==> src/rtl/mac_tx_axis_arbiter.sv <==
// mac_tx_axis_arbiter
//
// Packet-granular round-robin arbiter that shares the MAC Tx AXIS slave
// (s00_axis) between N_PORTS upstream AXIS sources, all in the i_txc domain.
// A port that wins arbitration keeps the grant from its first beat through
// its tlast beat, so packets are never interleaved, even while the MAC
// back-pressures for PCS tx-ready gaps. The datapath is purely combinational:
// the IDLE winner is forwarded in the same cycle it is chosen.
//
// Ports:
//   i_txc           Tx clock shared with MAC/PCS Tx
//   i_tx_reset      synchronous active-high reset
//   i_port_enable   per-port arbitration enable, looked at only in IDLE
//   s_axis_*        packed upstream AXIS sources, port k at slice k
//   m00_axis_*      AXIS master towards the MAC s00_axis slave
//   o_grant         one-hot current selection, zero when nothing selected
//   o_busy          high while a multi-beat packet holds the grant
//
// state     | meaning
// ----------+-------------------------------------------------------------
// ST_IDLE   | no packet in flight; round-robin winner forwarded directly
// ST_LOCKED | first beat of a multi-beat packet sent; mux held until tlast

module mac_tx_axis_arbiter #(
  parameter int N_PORTS    = 2,
  parameter int DATA_WIDTH = 64
) (
  input  logic                              i_txc,
  input  logic                              i_tx_reset,
  input  logic [N_PORTS-1:0]                i_port_enable,
  input  logic [N_PORTS*DATA_WIDTH-1:0]     s_axis_tdata,
  input  logic [N_PORTS*(DATA_WIDTH/8)-1:0] s_axis_tkeep,
  input  logic [N_PORTS-1:0]                s_axis_tvalid,
  input  logic [N_PORTS-1:0]                s_axis_tlast,
  output logic [N_PORTS-1:0]                s_axis_tready,
  output logic [DATA_WIDTH-1:0]             m00_axis_tdata,
  output logic [DATA_WIDTH/8-1:0]           m00_axis_tkeep,
  output logic                              m00_axis_tvalid,
  output logic                              m00_axis_tlast,
  input  logic                              m00_axis_tready,
  output logic [N_PORTS-1:0]                o_grant,
  output logic                              o_busy
);

  localparam int KEEP_WIDTH = DATA_WIDTH / 8;
  localparam int IDX_W      = (N_PORTS > 1) ? $clog2(N_PORTS) : 1;

  typedef enum logic {
    ST_IDLE   = 1'b0,
    ST_LOCKED = 1'b1
  } state_t;

  state_t             r_state;
  logic [IDX_W-1:0]   r_locked;
  logic [IDX_W-1:0]   r_rr_ptr;

  logic [N_PORTS-1:0] w_req;
  logic               w_req_any;
  logic [IDX_W-1:0]   w_winner;
  logic [IDX_W-1:0]   w_sel;
  logic               w_active;
  logic               w_beat;

  // Index after p, wrapping at N_PORTS (which need not be a power of two).
  function automatic logic [IDX_W-1:0] f_next_idx(input logic [IDX_W-1:0] p);
    if (int'(p) >= N_PORTS - 1) begin
      return '0;
    end
    return p + IDX_W'(1);
  endfunction

  // Round-robin search: scan offsets from the top down so the smallest
  // offset from r_rr_ptr that is requesting is the one left in w_winner.
  always_comb begin
    int idx;
    idx       = 0;
    w_req     = s_axis_tvalid & i_port_enable;
    w_req_any = |w_req;
    w_winner  = r_rr_ptr;
    for (int i = N_PORTS - 1; i >= 0; i--) begin
      idx = int'(r_rr_ptr) + i;
      if (idx >= N_PORTS) begin
        idx = idx - N_PORTS;
      end
      if (w_req[idx]) begin
        w_winner = IDX_W'(idx);
      end
    end
  end

  // Output mux. In LOCKED the grant stays on the locked port even when its
  // tvalid drops mid-packet; underrun handling belongs to the source.
  always_comb begin
    w_sel           = (r_state == ST_LOCKED) ? r_locked : w_winner;
    w_active        = !i_tx_reset && ((r_state == ST_LOCKED) || w_req_any);
    m00_axis_tdata  = '0;
    m00_axis_tkeep  = '0;
    m00_axis_tvalid = 1'b0;
    m00_axis_tlast  = 1'b0;
    s_axis_tready   = '0;
    o_grant         = '0;
    for (int k = 0; k < N_PORTS; k++) begin
      if (w_sel == IDX_W'(k)) begin
        m00_axis_tdata = s_axis_tdata[k*DATA_WIDTH +: DATA_WIDTH];
        m00_axis_tkeep = s_axis_tkeep[k*KEEP_WIDTH +: KEEP_WIDTH];
        if (w_active) begin
          m00_axis_tvalid  = s_axis_tvalid[k];
          m00_axis_tlast   = s_axis_tlast[k];
          s_axis_tready[k] = m00_axis_tready;
          o_grant[k]       = 1'b1;
        end
      end
    end
    o_busy = !i_tx_reset && (r_state == ST_LOCKED);
    w_beat = m00_axis_tvalid && m00_axis_tready;
  end

  // A single-beat packet never enters LOCKED; it only advances the pointer.
  always_ff @(posedge i_txc) begin
    if (i_tx_reset) begin
      r_state  <= ST_IDLE;
      r_locked <= '0;
      r_rr_ptr <= '0;
    end else begin
      case (r_state)
        ST_IDLE: begin
          if (w_beat) begin
            if (m00_axis_tlast) begin
              r_rr_ptr <= f_next_idx(w_winner);
            end else begin
              r_state  <= ST_LOCKED;
              r_locked <= w_winner;
            end
          end
        end
        ST_LOCKED: begin
          if (w_beat && m00_axis_tlast) begin
            r_state  <= ST_IDLE;
            r_rr_ptr <= f_next_idx(r_locked);
          end
        end
        default: begin
          r_state <= ST_IDLE;
        end
      endcase
    end
  end

endmodule

==> config.mk <==
export PLATFORM = sky130hd
export DESIGN_NAME = mac_tx_axis_arbiter
export DESIGN_NICKNAME = d
export VERILOG_FILES = /design/src/rtl/mac_tx_axis_arbiter.sv
export SDC_FILE = /design/constraint.sdc
export NUM_CORES = 1
export LEC_CHECK = 0
export ABC_CLOCK_PERIOD_IN_PS = 1600
export BUFFER_PORTS_ARGS = -buffer_cell sky130_fd_sc_hd__buf_2
export CAP_MARGIN = 20
export CELL_PAD_IN_SITES_DETAIL_PLACEMENT = 1
export CELL_PAD_IN_SITES_GLOBAL_PLACEMENT = 1
export CORE_ASPECT_RATIO = 0.9
export CORE_MARGIN = 2
export CORE_UTILIZATION = 13
export DETAILED_ROUTE_END_ITERATION = 8
export GPL_ROUTABILITY_DRIVEN = 0
export GPL_TIMING_DRIVEN = 0
export PLACE_DENSITY = 0.79
export SLEW_MARGIN = 20
export SYNTH_ARGS = -nofsm -noshare
export SYNTH_HDL_FRONTEND = slang
export SYNTH_SLANG_ARGS = --single-unit
==> constraint.sdc <==
create_clock -name i_txc -period 1.6 [get_ports i_txc]
set_input_delay 0.08 -clock i_txc [delete_from_list [all_inputs] [get_ports i_txc]]
set_output_delay 0.08 -clock i_txc [all_outputs]
set_load 0.05 [all_outputs]
==> impl_results.md <==
* Dpl hpwl at 6.31 mm
* Chip width at 104 µm
* Placed Cells at 473
* Commonest non-fill, non-tap cells in the layout: buf_2 (153), mux2_4 (72), buf_8 (56)
* Max cap viols at 0
* Drt wl/cell at 18.8 µm
* Post-route cell area at 3960 µm²
* Layout area overhead at 239%
* CTS sink cnt at 3
* Met3 Wirelength at 603 µm
* Slew @ Worst Pin at 0.333 ns
* Layout cells sized above 1 at 93.9%
* Critical path class: reg -> out
* Peak supply drop at 0.000480 V
* Non-Filler Instances at 495
* Die height at 93.9 µm
* Synth top area share at 57.8%
* # diodes at 0
* Total grt overflow at 0
* Synth Flop Type: dfxtp_1
* Port bufs at 231
* Post-route ant nets at 0
* Status: finished with violations
* Leakage at 2.19 nW
* Via count at 2,124
* Fmax at 498 MHz
* GRT Overall Usage at 16.3%
* Worst hold start: i_tx_reset
* Worst Hold Path Cells at 2
* Commonest non-fill, non-tap cell in the layout: buf_2
* Post-layout min period at 2.01 ns
* Rows at 32
* Worst R2R End: r_rr_ptr
* I/O pin total at 232
* WHS Endpoint: r_rr_ptr
* Async set or reset register ratio after synthesis at 0%
* Finish-stage setup viols at 80
* Tcrit/Tclk final at 125%
* Drt total wl at 9.32 mm
* Vias in the first global route at 2,315
* Startpoint types: register
* Hold Vio Cnt, Final at 0
* Met2 WL at 5.36 mm
* Critical-path maximum fanout at 6
* Pin count of the biggest net entering global routing at 11
* TritonCTS clock tree: yes
* DP Worst Slack at -0.594 ns
* Maximum clock path buffer count at 2
* Reg clk slew, reported paths at 0.03 ns
* Hold/Removal Path Class: in -> reg
* Yosys cell types at 28
* Mean Syn Cell Area at 9.50 µm²
* Post-synth EDFFs at 0
* Pwr Density at 748 nW/µm²
* WL met1 at 3.11 mm
* Drt via density at 4.29
* H-tree depth at 1
* R2r setup slk at -0.08 ns
* Cts bufs inserted at 3
* Synth area leaders: mux2_2 (58%), mux2_1 (12%), dfxtp_1 (5.1%)
* Clk Latency, worst-skew pair at 0.22 ns
* Ys Warns at 0
* Die area at 9760 µm²
* Initial antenna violation count at 0
* Final Skew at 0.00140 ns
* RSZ-0062 raised after global routing: true
* Slew Viols, Final at 0
* DR DRC count at 0
* First drt pass iteration count at 4
* Max Used Layer: met4
* CP most frequent cell: buf_12
* Final worst setup slack at -0.408 ns
* Post-placement cell area at 2560 µm²
* Violated checks: setup timing
* Starting density of the core at 13.5%
* R2R Path Start: r_rr_ptr
* Core area at 8650 µm²
* Slowest CP cell: maj3_2
* Sequential area share after synthesis at 5.14%
* Hold-fix buffers, CTS at 0
* Worst EP required at 1.52 ns
* #FFs+latches synth at 3
* Root buffer cell: clkbuf_8
* WP data arrival at 1.93 ns
* Iter 0 DRT Violations at 69
* CP peak stage delay at 0.33 ns
* Post-Syn Area at 1170 µm²
* Cells after Synth at 123
* Slew HR at 77.8%
* First-pass GRT wire length at 12.5 mm
* Syn_nets at 276
* Nets at 530
* FF-to-FF path depth at 9
* Critical Path Sink Type: output pin
* Post-synthesis cell type with the largest combined area: mux2_2
* Critical-path cell list: maj3_2 > o21ai_4 > buf_12 > buf_12 > clkbuf_16 > mux2_4 > buf_6
[worst max-delay path by stage]
| stage | from | to | slack (ns) |
|---|---|---|---|
| 2_1_floorplan | r_state | o_grant[1] | -0.09 |
| 3_3_place_gp | s_axis_tvalid[1] | m00_axis_tdata[62] | -0.58 |
| 3_5_place_dp | s_axis_tvalid[1] | m00_axis_tkeep[0] | -0.59 |
| 5_1_grt | r_rr_ptr | m00_axis_tdata[1] | -0.47 |
| 6_report | r_rr_ptr | m00_axis_tdata[1] | -0.41 |
| 4_1_cts | r_rr_ptr | m00_axis_tdata[17] | -0.43 |
[timing repair]
action                     in CTS  in global routing
pin swaps                       3                  5
resized for setup             241                 75
gates cloned                    3                  3
setup buffers                  10                  4
setup endpoints to repair      81                 81
[synthesized netlist by cell type, types with 2 or more instances]
master / count
mux2_2: 60
nand2_1: 3
a21oi_1: 3
inv_1: 2
nor4_1: 2
dfxtp_1: 3
mux2_1: 12
nor2_1: 8
and2_1: 5
buf_6: 3
buf_2: 5
[logic make-up after synthesis]
logic type / synth area share (%)
AND/OR/NAND/NOR: 10.5
adder cells (fa/ha/maj): 0.964
buffers and inverters: 6.00
multiplexers: 70.2
flip-flops: 5.14
AO/OA/AOI/OAI: 7.17
[per-stage QoR]
stage                     utilization (%)  power (mW)  setup TNS, ns  hold WS (ns)
after global placement               29.6        1.78         -40.86         0.328
after CTS                            41.6        2.71         -28.75        0.0913
final                                45.8        2.96         -27.45         0.101
after detailed placement             29.6        1.81         -42.13         0.330
after floorplan                         -        1.35          -3.66         0.149
after global routing                 45.8        3.07         -32.53        0.0926
[registers in the layout, summed over array words and instances (netlist names)]
register  cells
r_state       1
r_locked      1
r_rr_ptr      1
[cell type report]
cell class	instances	area, µm²
Fill cell	1005	4690
Timing Repair Buffer	251	2180
Multi-Input combinational cell	109	1370
Tap cell	119	149
Buffer	7	140
Sequential cell	3	65.1
Clock buffer	4	45.0
Inverter	2	7.51
[worst max-delay path, delay by kind of cell (launching register included)]
family / cells / cell delay [ns]
mux: 1 / 0.32
flops: 1 / 0.31
fa+ha+maj: 1 / 0.33
buf+inv: 4 / 0.59
compound gates: 1 / 0.16
[per-layer routing]
layer / vias to the layer above / GRT usage, %
met3: 24 / 3.12
met5: - / 0
met1: 1012 / 17.1
met4: 0 / 3.94
met2: 116 / 33.3
li1: 972 / -
[where the power goes]
group          switching [mW]  internal, mW
logic                    1.35          1.30
registers             0.00614        0.0777
clock network          0.0523         0.170
Power figures use the tool's default switching activity.
